`src/rtl/button_debounce_multi.sv`:
```
// ---------------------------------------------------------------------------
// button_debounce_multi
//
// Multi-channel button/switch debouncer. Each raw input goes through a
// two-flop synchroniser and then a saturating up/down integrator that is
// advanced only on a shared sample tick. The integrator has hysteresis:
// the debounced level sets when the integrator reaches THRESH and clears
// when it reaches 0. For each channel the block also produces one-cycle
// press (rise) and release (fall) pulses, and a one-shot long-press (hold)
// pulse.
//
// Handshake: none. The inputs are free-running levels and every output is
// a registered level or a single-cycle strobe. There is no valid/ready
// pairing.
//
// Ports
//   clk     : system clock
//   reset   : asynchronous, active-high reset; clears all state
//   btn_in  : [NUM_CH] raw asynchronous inputs, active-high
//   level_o : [NUM_CH] debounced level
//   rise_o  : [NUM_CH] one-cycle pulse, first cycle level_o reads 1
//   fall_o  : [NUM_CH] one-cycle pulse, first cycle level_o reads 0
//   hold_o  : [NUM_CH] one-cycle pulse after HOLD_TICKS ticks of level high
//   tick_o  : shared sample strobe (prescaler at zero)
// ---------------------------------------------------------------------------
module button_debounce_multi #(
   parameter int NUM_CH     = 4,
   parameter int CLK_DIV    = 100000,
   parameter int THRESH     = 3,
   parameter int HOLD_TICKS = 100
) (
   input  logic              clk,
   input  logic              reset,
   input  logic [NUM_CH-1:0] btn_in,
   output logic [NUM_CH-1:0] level_o,
   output logic [NUM_CH-1:0] rise_o,
   output logic [NUM_CH-1:0] fall_o,
   output logic [NUM_CH-1:0] hold_o,
   output logic              tick_o
);

   localparam int DIV_W  = $clog2(CLK_DIV);
   localparam int CNT_W  = $clog2(THRESH + 1);
   localparam int HOLD_W = $clog2(HOLD_TICKS + 1);

   localparam logic [DIV_W-1:0]  DIV_LAST = DIV_W'(CLK_DIV - 1);
   localparam logic [CNT_W-1:0]  CNT_TOP  = CNT_W'(THRESH);
   localparam logic [HOLD_W-1:0] HOLD_TOP = HOLD_W'(HOLD_TICKS);
   localparam logic [HOLD_W-1:0] HOLD_PRE = HOLD_W'(HOLD_TICKS - 1);

   logic [DIV_W-1:0]  div_cnt;
   logic              tick;
   logic [NUM_CH-1:0] sync_a;
   logic [NUM_CH-1:0] sync_s;

   logic [CNT_W-1:0]  cnt     [NUM_CH];
   logic [CNT_W-1:0]  cnt_nx  [NUM_CH];
   logic [HOLD_W-1:0] hcnt    [NUM_CH];
   logic [HOLD_W-1:0] hcnt_nx [NUM_CH];
   logic [NUM_CH-1:0] lvl_nx;
   logic [NUM_CH-1:0] rise_nx;
   logic [NUM_CH-1:0] fall_nx;
   logic [NUM_CH-1:0] hold_nx;

   // Shared prescaler: one sample tick every CLK_DIV clocks. Because it
   // resets to 0, the first tick lands on the first cycle after reset.
   always_ff @(posedge clk or posedge reset) begin
      if (reset) begin
         div_cnt <= '0;
      end else if (div_cnt == DIV_LAST) begin
         div_cnt <= '0;
      end else begin
         div_cnt <= div_cnt + 1'b1;
      end
   end

   assign tick = (div_cnt == '0);
   // Masked while reset is held so every output reads 0 in reset.
   assign tick_o = tick & ~reset;

   // Per-channel next-state. The level is derived from the next integrator
   // value so it flips on the same edge the integrator hits an end stop.
   // rise/fall are computed from the next level so they appear in the very
   // cycle level_o first shows the new value.
   always_comb begin
      lvl_nx  = level_o;
      hold_nx = '0;
      for (int i = 0; i < NUM_CH; i++) begin
         cnt_nx[i]  = cnt[i];
         hcnt_nx[i] = hcnt[i];

         if (tick) begin
            if (sync_s[i] && (cnt[i] < CNT_TOP)) begin
               cnt_nx[i] = cnt[i] + 1'b1;
            end else if (!sync_s[i] && (cnt[i] != '0)) begin
               cnt_nx[i] = cnt[i] - 1'b1;
            end
         end

         if (cnt_nx[i] == CNT_TOP) begin
            lvl_nx[i] = 1'b1;
         end else if (cnt_nx[i] == '0) begin
            lvl_nx[i] = 1'b0;
         end

         // Hold counter only runs while the debounced level is high, so a
         // release always re-arms the one-shot for the next press.
         if (!level_o[i]) begin
            hcnt_nx[i] = '0;
         end else if (tick && (hcnt[i] != HOLD_TOP)) begin
            hcnt_nx[i] = hcnt[i] + 1'b1;
            hold_nx[i] = (hcnt[i] == HOLD_PRE);
         end
      end
      rise_nx = lvl_nx & ~level_o;
      fall_nx = ~lvl_nx & level_o;
   end

   always_ff @(posedge clk or posedge reset) begin
      if (reset) begin
         sync_a  <= '0;
         sync_s  <= '0;
         level_o <= '0;
         rise_o  <= '0;
         fall_o  <= '0;
         hold_o  <= '0;
         for (int i = 0; i < NUM_CH; i++) begin
            cnt[i]  <= '0;
            hcnt[i] <= '0;
         end
      end else begin
         sync_a  <= btn_in;
         sync_s  <= sync_a;
         level_o <= lvl_nx;
         rise_o  <= rise_nx;
         fall_o  <= fall_nx;
         hold_o  <= hold_nx;
         for (int i = 0; i < NUM_CH; i++) begin
            cnt[i]  <= cnt_nx[i];
            hcnt[i] <= hcnt_nx[i];
         end
      end
   end

endmodule

```
`config.mk`:
```
export PLATFORM = sky130hd
export DESIGN_NAME = button_debounce_multi
export DESIGN_NICKNAME = d
export VERILOG_FILES = /design/src/rtl/button_debounce_multi.sv
export SDC_FILE = /design/constraint.sdc
export NUM_CORES = 1
export LEC_CHECK = 0
export BUFFER_PORTS_ARGS = -buffer_cell sky130_fd_sc_hd__buf_2
export CORE_MARGIN = 2
export CORE_UTILIZATION = 55
export CTS_BUF_LIST = sky130_fd_sc_hd__clkbuf_8 sky130_fd_sc_hd__clkbuf_16
export CTS_CLUSTER_DIAMETER = 120
export DETAILED_ROUTE_END_ITERATION = 10
export PLACE_DENSITY = 0.74
export SETUP_SLACK_MARGIN = 0.05
export SLEW_MARGIN = 15
export SYNTH_ARGS = -nofsm -noshare
export SYNTH_HDL_FRONTEND = slang
export SYNTH_SLANG_ARGS = --single-unit
```
`constraint.sdc`:
```
create_clock -name clk -period 4.2 [get_ports clk]
set_clock_uncertainty 0.2 [all_clocks]
set_input_delay 0.84 -clock clk [delete_from_list [all_inputs] [get_ports clk]]
set_output_delay 0.84 -clock clk [all_outputs]
set_load 0.05 [all_outputs]
```
-- Word level (Yosys, flattened, before mapping)
Index checks and enable logic that the tools add are counted.
- register bits: 77
- input bits: 6
- word-level logic and storage cells: 117
- $add $sub $neg: 13
- $lt $le $gt $ge: 4
- eq/ne operators: 17
- multiplexer cells: 37
- bitwise logic cells: 6
- reduce and logical (&&, ||, !) cells: 25
- operator list (operator ; count):
    7-bit 2-to-1 mux ; 8
    7-bit by 1-bit adder with 7-bit output, second input constant ; 4
    7-bit == test, second input constant ; 4
    7-bit != test, second input constant ; 4
    2-bit 2-to-1 mux ; 12
    17-bit by 1-bit adder with 17-bit output, second input constant ; 1
    17-bit == test, second input constant ; 1
    17-bit zero test ; 1
    17-bit 2-to-1 mux ; 1
    1-bit 2-to-1 mux ; 16
    1-bit logical AND ; 12
    2-bit by 1-bit adder with 2-bit output, second input constant ; 4
    4-bit AND ; 2
    2-bit == test, second input constant ; 4
    2-bit zero test ; 4
    2-bit < comparator, second input constant ; 4
    2-bit by 1-bit != test with 1-bit output, second input constant ; 4
    4-bit inverter ; 2
    2-bit nonzero test ; 4
    2-bit by 1-bit subtractor with 2-bit output, second input constant ; 4
    1-bit zero test ; 4
    1-bit AND ; 1
    1-bit inverter ; 1

-- Depth between registers and ports, before layout
Gate-level depths: netlist (run 1).
- depth in word-level cells: 10
- depth in mapped cells: 8

-- Worst setup path after synthesis (run 1)
OpenSTA, ideal clock, no wires.
- path type: flip-flop to output port
- from: register div_cnt[0]
- to: output port tick_o
- arrival: 2359 ps
- slack: 801 ps
- stages on the path, launching flop included: 8
- path buffers: 2
- path through: dfrtp_1 > inv_1 > ha_1 > nor2b_1 > nand4b_4 > buf_6 > clkbuf_1 > nor3_1
- cells in the longest elaborated chain, start to end: 2
- ends and longest elaborated chain (element ; RTL line ; source):
    from (decl) ; 51 ; logic [DIV_W-1:0] div_cnt;
    from (signal assigned) ; 73 ; div_cnt <= div_cnt + 1'b1;
    17-bit zero test ; 77 ; assign tick = (div_cnt == '0);
    1-bit AND ; 79 ; assign tick_o = tick & ~reset;
    to (decl) ; 39 ; output logic tick_o
Every way passes these cells.

-- Worst setup path after layout (run 1)
- from: register div_cnt[13]
- to: output port tick_o
Same word-level chain as after synthesis.

==> Implementation_results.wiki, run 1 <==
{| class="wikitable"
! Metric !! Value
|-
| Port Buffer Count || 22
|-
| Met1 track demand over resource || 0.322
|-
| CTS Buf Count || 9
|-
| Instance count of the mapped netlist || 450
|-
| Crit path arrival time || ~1900 ps
|-
| Net Count, Synth || 474
|-
| Cell-by-cell listing of the critical path || nor2_2, nand2_1, nor3_1, buf_2
|-
| RSZ-0062 raised after global routing || false
|-
| Status || completed
|-
| Power per Cell Area || between 200 and 300 nW/um^2
|-
| Power share of the combinational group || 0.018
|-
| Die boundary width || 92.7 um
|-
| Async set-or-reset flop fraction in the synthesized netlist || 1.00
|-
| Most used routing layer || met2
|-
| Post-CTS Setup Bufs || 0
|-
| Vias after detailed routing || roughly 3600
|-
| Clock insertion delay at the later pin of the skew report || approximately 350 ps
|-
| Switching power || ~0.29 mW
|-
| Standard cell with the maximum stage delay on the critical path || sky130_fd_sc_hd__dfrtp_1
|-
| Area of placed instances || about 4500 um^2
|-
| Least-Margin Pin Slew || 904 ps
|-
| Routability congestion estimate from global placement || ~0.84
|-
| Mean instance size in the synthesized netlist || between 9 and 10 um^2
|-
| Max-cap violations || 0
|-
| CTS H-Tree Depth || 3
|-
| Iter 0 DRT Violations || ~280
|-
| Sinks on the clock net || 77
|-
| Relative slew slack || 0.395
|-
| HPWL after detailed placement || 6.15 mm
|-
| Remaining global-route overflow || 0
|-
| Die height || around 90 um
|-
| Largest net degree at the start of global routing || between 50 and 60
|-
| Vias per std cell || between 6 and 7
|-
| Clock tree from TritonCTS || built
|-
| Post-route cell area || about 4700 um^2
|-
| Count of flip-flops with a built-in enable after synthesis || 0
|-
| Most used standard cells in the synthesized netlist || 77 x sky130_fd_sc_hd__dfrtp_1, 46 x sky130_fd_sc_hd__nand3_1, 40 x sky130_fd_sc_hd__a21oi_1
|-
| Via count of the first global-routing pass || ~3500
|-
| CP Buf/Inv Count || 1
|-
| Part of the total power dissipated in sequential elements || 0.548
|-
| Synthesized area || 4320 um^2
|-
| Wirelength per Cell || between 15 and 20 um
|-
| Worst path required time || between 3000 and 4000 ps
|-
| Clock-pin transition on the worst setup and hold timing paths || approximately 80 ps
|-
| Min-delay worst type || reg2reg
|-
| Cell-internal power || approximately 1.1 mW
|-
| Antenna violations before repair || 0
|-
| Resized cells post-CTS || 0
|-
| Worst R2R End || rise_o[1]
|-
| Terminating pin of the worst hold path || sync_s[2]
|-
| Switching Share || 0.209
|-
| Synth Register Bits || 77
|-
| Startpoint of the tightest hold check path || sync_a[2]
|-
| Sum of negative setup slack || 0 ps
|-
| Worst r2r src || div_cnt[6]
|-
| First-pass GRT wire length || ~16 mm
|-
| Final count of negative-setup-slack endpoints || 0
|-
| Hold buffer count at cts || 0
|-
| Slack of the worst reg-to-reg path || 1580 ps
|-
| Crit start category || flip-flop
|-
| Die Outline Area || between 8000 and 9000 um^2
|-
| Effective utilization at floorplan || 0.562
|-
| Antenna viol nets, final || 0
|-
| Delay of the slowest critical-path stage || 520 ps
|-
| Portion of synthesized cell area occupied by the leading cell type || 0.446
|-
| Fraction of met3 tracks used by global routing || 0.0334
|-
| Net total in the final layout || around 480
|-
| Area growth, synth to finish || 8.33%
|-
| Core area || around 7700 um^2
|-
| Maximum resistive drop on vdd || about 0.15 mV
|-
| Kind of critical path || reg2out
|-
| Ranking of synthesized cells by area || sky130_fd_sc_hd__dfrtp_1 45%, sky130_fd_sc_hd__nand3_1 5.3%, sky130_fd_sc_hd__ha_1 5.2%, sky130_fd_sc_hd__a21oi_1 4.6%, sky130_fd_sc_hd__xnor2_1 2.2%
|-
| Detailed-routing iteration count for the pre-antenna-repair pass || 5
|-
| Utilization of the core after routing || 0.609
|-
| Maximum clock path buffer count || 2
|-
| Clock period minus final worst setup slack || approximately 2900 ps
|-
| R2R cell count || 5
|-
| Share of power burned in the clock network || 0.433
|-
| Share of final-layout standard cells stronger than drive strength 1 || 0.105
|-
| Distinct cells, synth || 45
|-
| Final number of hold-violating endpoints || 0
|-
| Max FO, Critical Path || 9
|-
| Type of element capturing the critical path || primary output
|-
| Power after layout || approximately 1.4 mW
|-
| I/O pin total || 23
|-
| Count of warnings emitted by yosys || 0
|-
| Top flip-flop cell by instance count after synthesis || sky130_fd_sc_hd__dfrtp_1
|-
| Portion of the post-synthesis area used by sequential elements || 0.446
|-
| Final count of pins violating max slew || 0
|-
| Total global routing track utilization || 0.236
|-
| Number of cells on the worst hold path || 0
|-
| Post-route clock period utilization || 0.699
|-
| Yosys top cell by area || sky130_fd_sc_hd__dfrtp_1
|-
| Detailed Route WL || ~9.3 mm
|-
| Number of diodes added for antenna fixing || 0
|-
| Highest clock rate || ~340 MHz
|-
| Clock root buffer master || sky130_fd_sc_hd__clkbuf_8
|-
| Most frequent cell after synthesis || sky130_fd_sc_hd__dfrtp_1
|-
| Fraction of met2 tracks used by global routing || 0.375
|-
| DRC viols || 0
|-
| Leak Pwr || ~2 nW
|-
| Rows || 32
|-
| Dominant delay contributor by cell family on the critical path || simple AND/OR/NAND/NOR gates
|}
[area by class of cell]
cell class,instances,area (um^2)
clock buffers,9,124
repair buffers,28,155
multi-input cells,321,2180
inverters,23,87.6
flip-flops and latches,77,1930
clock inverters,7,82.6
well taps,102,128
fillers,676,3000
[metrics by stage]
step / hold slack, ps / setup slack [ps] / cells
2_1_floorplan: 131 / 801 / 450
3_3_place_gp: 132 / 1650 / 551
3_5_place_dp: 137 / 1580 / 551
4_1_cts: 155 / 1250 / 567
5_1_grt: 159 / 1170 / 567
6_report: 151 / 1270 / 567
[worst register-to-register path: stages, from the launching register on]
cell	delay [ps]
sky130_fd_sc_hd__dfrtp_1	460
sky130_fd_sc_hd__nor4_4	390
sky130_fd_sc_hd__and4b_1	740
sky130_fd_sc_hd__buf_4	370
sky130_fd_sc_hd__o21ai_0	130
sky130_fd_sc_hd__a211oi_1	240
[cells by family (layout without fill, tap and decap cells)]
group                    Yosys count  count (layout)  synth area share
AO/OA/AOI/OAI                    115             115             0.175
XOR/XNOR                          18              18            0.0365
adder cells (fa/ha/maj)           18              18            0.0521
buffers and inverters             52              67            0.0501
flip-flops                        77              77             0.446
multiplexers                       9               9            0.0208
AND/OR/NAND/NOR                  161             161             0.220
[worst max-delay path by stage]
stage                            from         to  slack [ps]  depth (start not counted)
after detailed placement   div_cnt[0]  rise_o[1]        1580                          7
final                     div_cnt[13]     tick_o        1270                          4
after floorplan            div_cnt[0]     tick_o         800                          7
after CTS                 div_cnt[13]     tick_o        1250                          4
after global routing      div_cnt[13]     tick_o        1170                          4
after global placement     div_cnt[3]  hold_o[0]        1650                          5
[sequential cells by signal (all words and copies together) (netlist names)]
name and flops:
hcnt 28, sync_a 4, sync_s 4, div_cnt 17, cnt 8, level_o 4
rise_o 4, hold_o 4, fall_o 4
[metal layers]
layer	part of all wire	routed length (um)
met5	0	0
met4	0.015	138
met3	0.050	464
met2	0.48	4490
met1	0.45	4230
[cells in the final DEF (no fill, tap or decap), drive strengths merged, types with 8 or more instances in the layout]
| cell | count |
|---|---|
| a211oi | 8 |
| a21oi | 40 |
| buf | 28 |
| clkbuf | 9 |
| dfrtp | 77 |
| ha | 18 |
| inv | 24 |
| mux2i | 9 |
| nand2 | 17 |
| nand2b | 14 |
| nand3 | 46 |
| nand4 | 12 |
| nor2 | 18 |
| nor3 | 16 |
| o211ai | 8 |
| o21ai | 19 |
| o311ai | 9 |
| o41ai | 9 |
| xnor2 | 11 |
[power by group through the flow]
stage          Combinational, mW  Clock, mW  Sequential (mW)
6_report                  0.0250      0.590            0.747
5_1_grt                   0.0297      0.638            0.747
4_1_cts                   0.0264      0.604            0.747
3_5_place_dp              0.0262          0            0.762
3_3_place_gp              0.0253          0            0.761
2_1_floorplan             0.0169          0            0.761
No activity file was read; power rests on OpenSTA's default activity.
==> inputs of run 2 (changes only) <==
==> constraint.sdc (replaced) <==
create_clock -name clk -period 3 [get_ports clk]
set_clock_uncertainty 0.2 [all_clocks]
set_input_delay 0.6 -clock clk [delete_from_list [all_inputs] [get_ports clk]]
set_output_delay 0.6 -clock clk [all_outputs]
set_load 0.05 [all_outputs]
==> run 2 against run 1 <==
  * Sequential share of layout area shrank 0.94 points
  * Register-to-register slack worse by 950 ps
  * Total power up 51%
  * Clock power rose by 64%
  * Sequential power up 41%
  * Core utilization increased by 1.4 points
  * Sequential cell count did not move
  * Largest power group unchanged
  * Highest routed layer is now met5
==> Implementation_results.wiki, run 2 (synthesized netlist as in run 1, its figures left out) <==
{| class="wikitable"
! Metric !! Value
|-
| Utilization of the core after routing || 0.624
|-
| Setup WS pre-CTS || ~600 ps
|-
| Final number of hold-violating endpoints || 0
|-
| Sinks on the clock net || 77
|-
| Min-delay worst type || in2async
|-
| Number of placed instances with taps included || ~560
|-
| Via count of the first global-routing pass || 3426
|-
| Core area || between 7000 and 8000 um^2
|-
| Detailed-routing iteration count for the pre-antenna-repair pass || 5
|-
| Antenna violations before repair || 1
|-
| CTS Buf Count || 9
|-
| Sum of negative setup slack || 0 ps
|-
| Number of diodes added for antenna fixing || 0
|-
| Least-Margin Pin Slew || approximately 600 ps
|-
| Die boundary width || 92.7 um
|-
| Clock-pin transition on the worst setup and hold timing paths || approximately 80 ps
|-
| Worst path required time || approximately 2200 ps
|-
| Power per Cell Area || ~430 nW/um^2
|-
| Maximum clock path buffer count || 2
|-
| Max-cap violations || 0
|-
| Most common cell after layout, fill and taps aside || sky130_fd_sc_hd__dfrtp_1
|-
| DRC viols || 0
|-
| Post-Layout Cell Count || between 500 and 600
|-
| Clock tree from TritonCTS || built
|-
| Highest clock rate || 363 MHz
|-
| Crit start category || flip-flop
|-
| Largest registers || hcnt (28), div_cnt (17), cnt (8)
|-
| Number of flip-flops under the largest register name || 28
|-
| Share of final-layout standard cells stronger than drive strength 1 || 0.123
|-
| Final count of negative-setup-slack endpoints || 0
|-
| I/O pin total || 23
|-
| Clock root buffer master || sky130_fd_sc_hd__clkbuf_8
|-
| Die height || 92.7 um
|-
| Routability congestion estimate from global placement || roughly 0.9
|-
| Rows || 32
|-
| CTS H-Tree Depth || 3
|-
| Iter 0 DRT Violations || about 270
|-
| Kind of critical path || reg2out
|-
| RSZ-0062 raised after global routing || false
|-
| Leak Pwr || 2.03 nW
|-
| Vias after detailed routing || between 3000 and 4000
|-
| Clock period minus final worst setup slack || ~2800 ps
|-
| Max FO, Critical Path || 5
|-
| Final count of pins violating max slew || 0
|-
| Die Outline Area || roughly 8600 um^2
|-
| Maximum resistive drop on vdd || ~0.25 mV
|-
| Remaining global-route overflow || 0
|-
| Area growth, synth to finish || 10.9%
|-
| Effective utilization at floorplan || 0.562
|-
| Most frequent cells in the layout || 77 x sky130_fd_sc_hd__dfrtp_1, 46 x sky130_fd_sc_hd__nand3_1, 40 x sky130_fd_sc_hd__a21oi_1, 22 x sky130_fd_sc_hd__inv_1, 22 x sky130_fd_sc_hd__buf_2
|-
| Most flop-heavy register || hcnt
|-
| Antenna viol nets, final || 0
|-
| Smallest setup slack after layout || 248 ps
|-
| Crit path arrival time || just under 2000 ps
|-
| Clock insertion delay at the later pin of the skew report || between 300 and 400 ps
|-
| Status || completed
|-
| First-pass GRT wire length || approximately 16 mm
|-
| Detailed Route WL || around 9.8 mm
|-
| Post-CTS Setup Bufs || 0
|-
| Net total in the final layout || 491
|-
| Relative slew slack || 0.593
|-
| Resized cells post-CTS || 0
|-
| Post-route clock period utilization || 0.917
|-
| Total global routing track utilization || 0.241
|-
| Vias per std cell || roughly 6.3
|-
| Port Buffer Count || 22
|-
| Wirelength per Cell || around 17 um
|-
| HPWL after detailed placement || about 6.6 mm
|-
| Hold buffer count at cts || 0
|-
| Largest net degree at the start of global routing || 47
|-
| Type of element capturing the critical path || primary output
|}
## run 2: per-stage QoR
step                      hold slack [ps]  total power, mW  cell area [um^2]
final                                 128             2.05              4790
after CTS                             134             2.07              4790
after global routing                  139             2.12              4790
after floorplan                       131             1.09              4330
after detailed placement              146             1.11              4550
after global placement                134             1.10              4550
## run 2: area by class of cell
class                      instances  area [um^2]
timing repair buffer              35          220
multi-input combinational        321         2190
clock inverter                     4         95.1
tap                              102          128
fill                             626         2890
clock buffer                      11          151
inverter                          23         87.6
sequential                        77         1930
## run 2: routing by layer
layer	vias to the layer above	GRT usage	wire length (um)
li1	1711	-	-
met2	123	0.379	4680
met5	-	0	7
met4	2	0.0993	170
met3	19	0.0382	523
met1	1783	0.337	4440
## run 2: where the power goes
group / switching (mW) / internal (mW)
Combinational: 0.0288 / 0.00957
Clock: 0.376 / 0.593
Sequential: 0.00333 / 1.04
## run 2: worst paths after layout
kind	from	to	slack [ps]	cells past startpoint
max	div_cnt[0]	tick_o	250	6
min in group clk	sync_a[1]	sync_s[1]	160	0
max reg2reg	div_cnt[0]	rise_o[2]	630	7
max in group asynchronous	reset	div_cnt[16]	1840	3
min	reset	hcnt[3]	130	2
min reg2reg	sync_a[1]	sync_s[1]	160	0
## run 2: worst max-delay path, stage by stage, from the launching register on
cell and delay (ps):
sky130_fd_sc_hd__dfrtp_1 430, sky130_fd_sc_hd__inv_1 90, sky130_fd_sc_hd__ha_1 140, sky130_fd_sc_hd__nor2b_1 240
sky130_fd_sc_hd__nand4b_4 150, sky130_fd_sc_hd__nor3_2 240, sky130_fd_sc_hd__buf_2 310
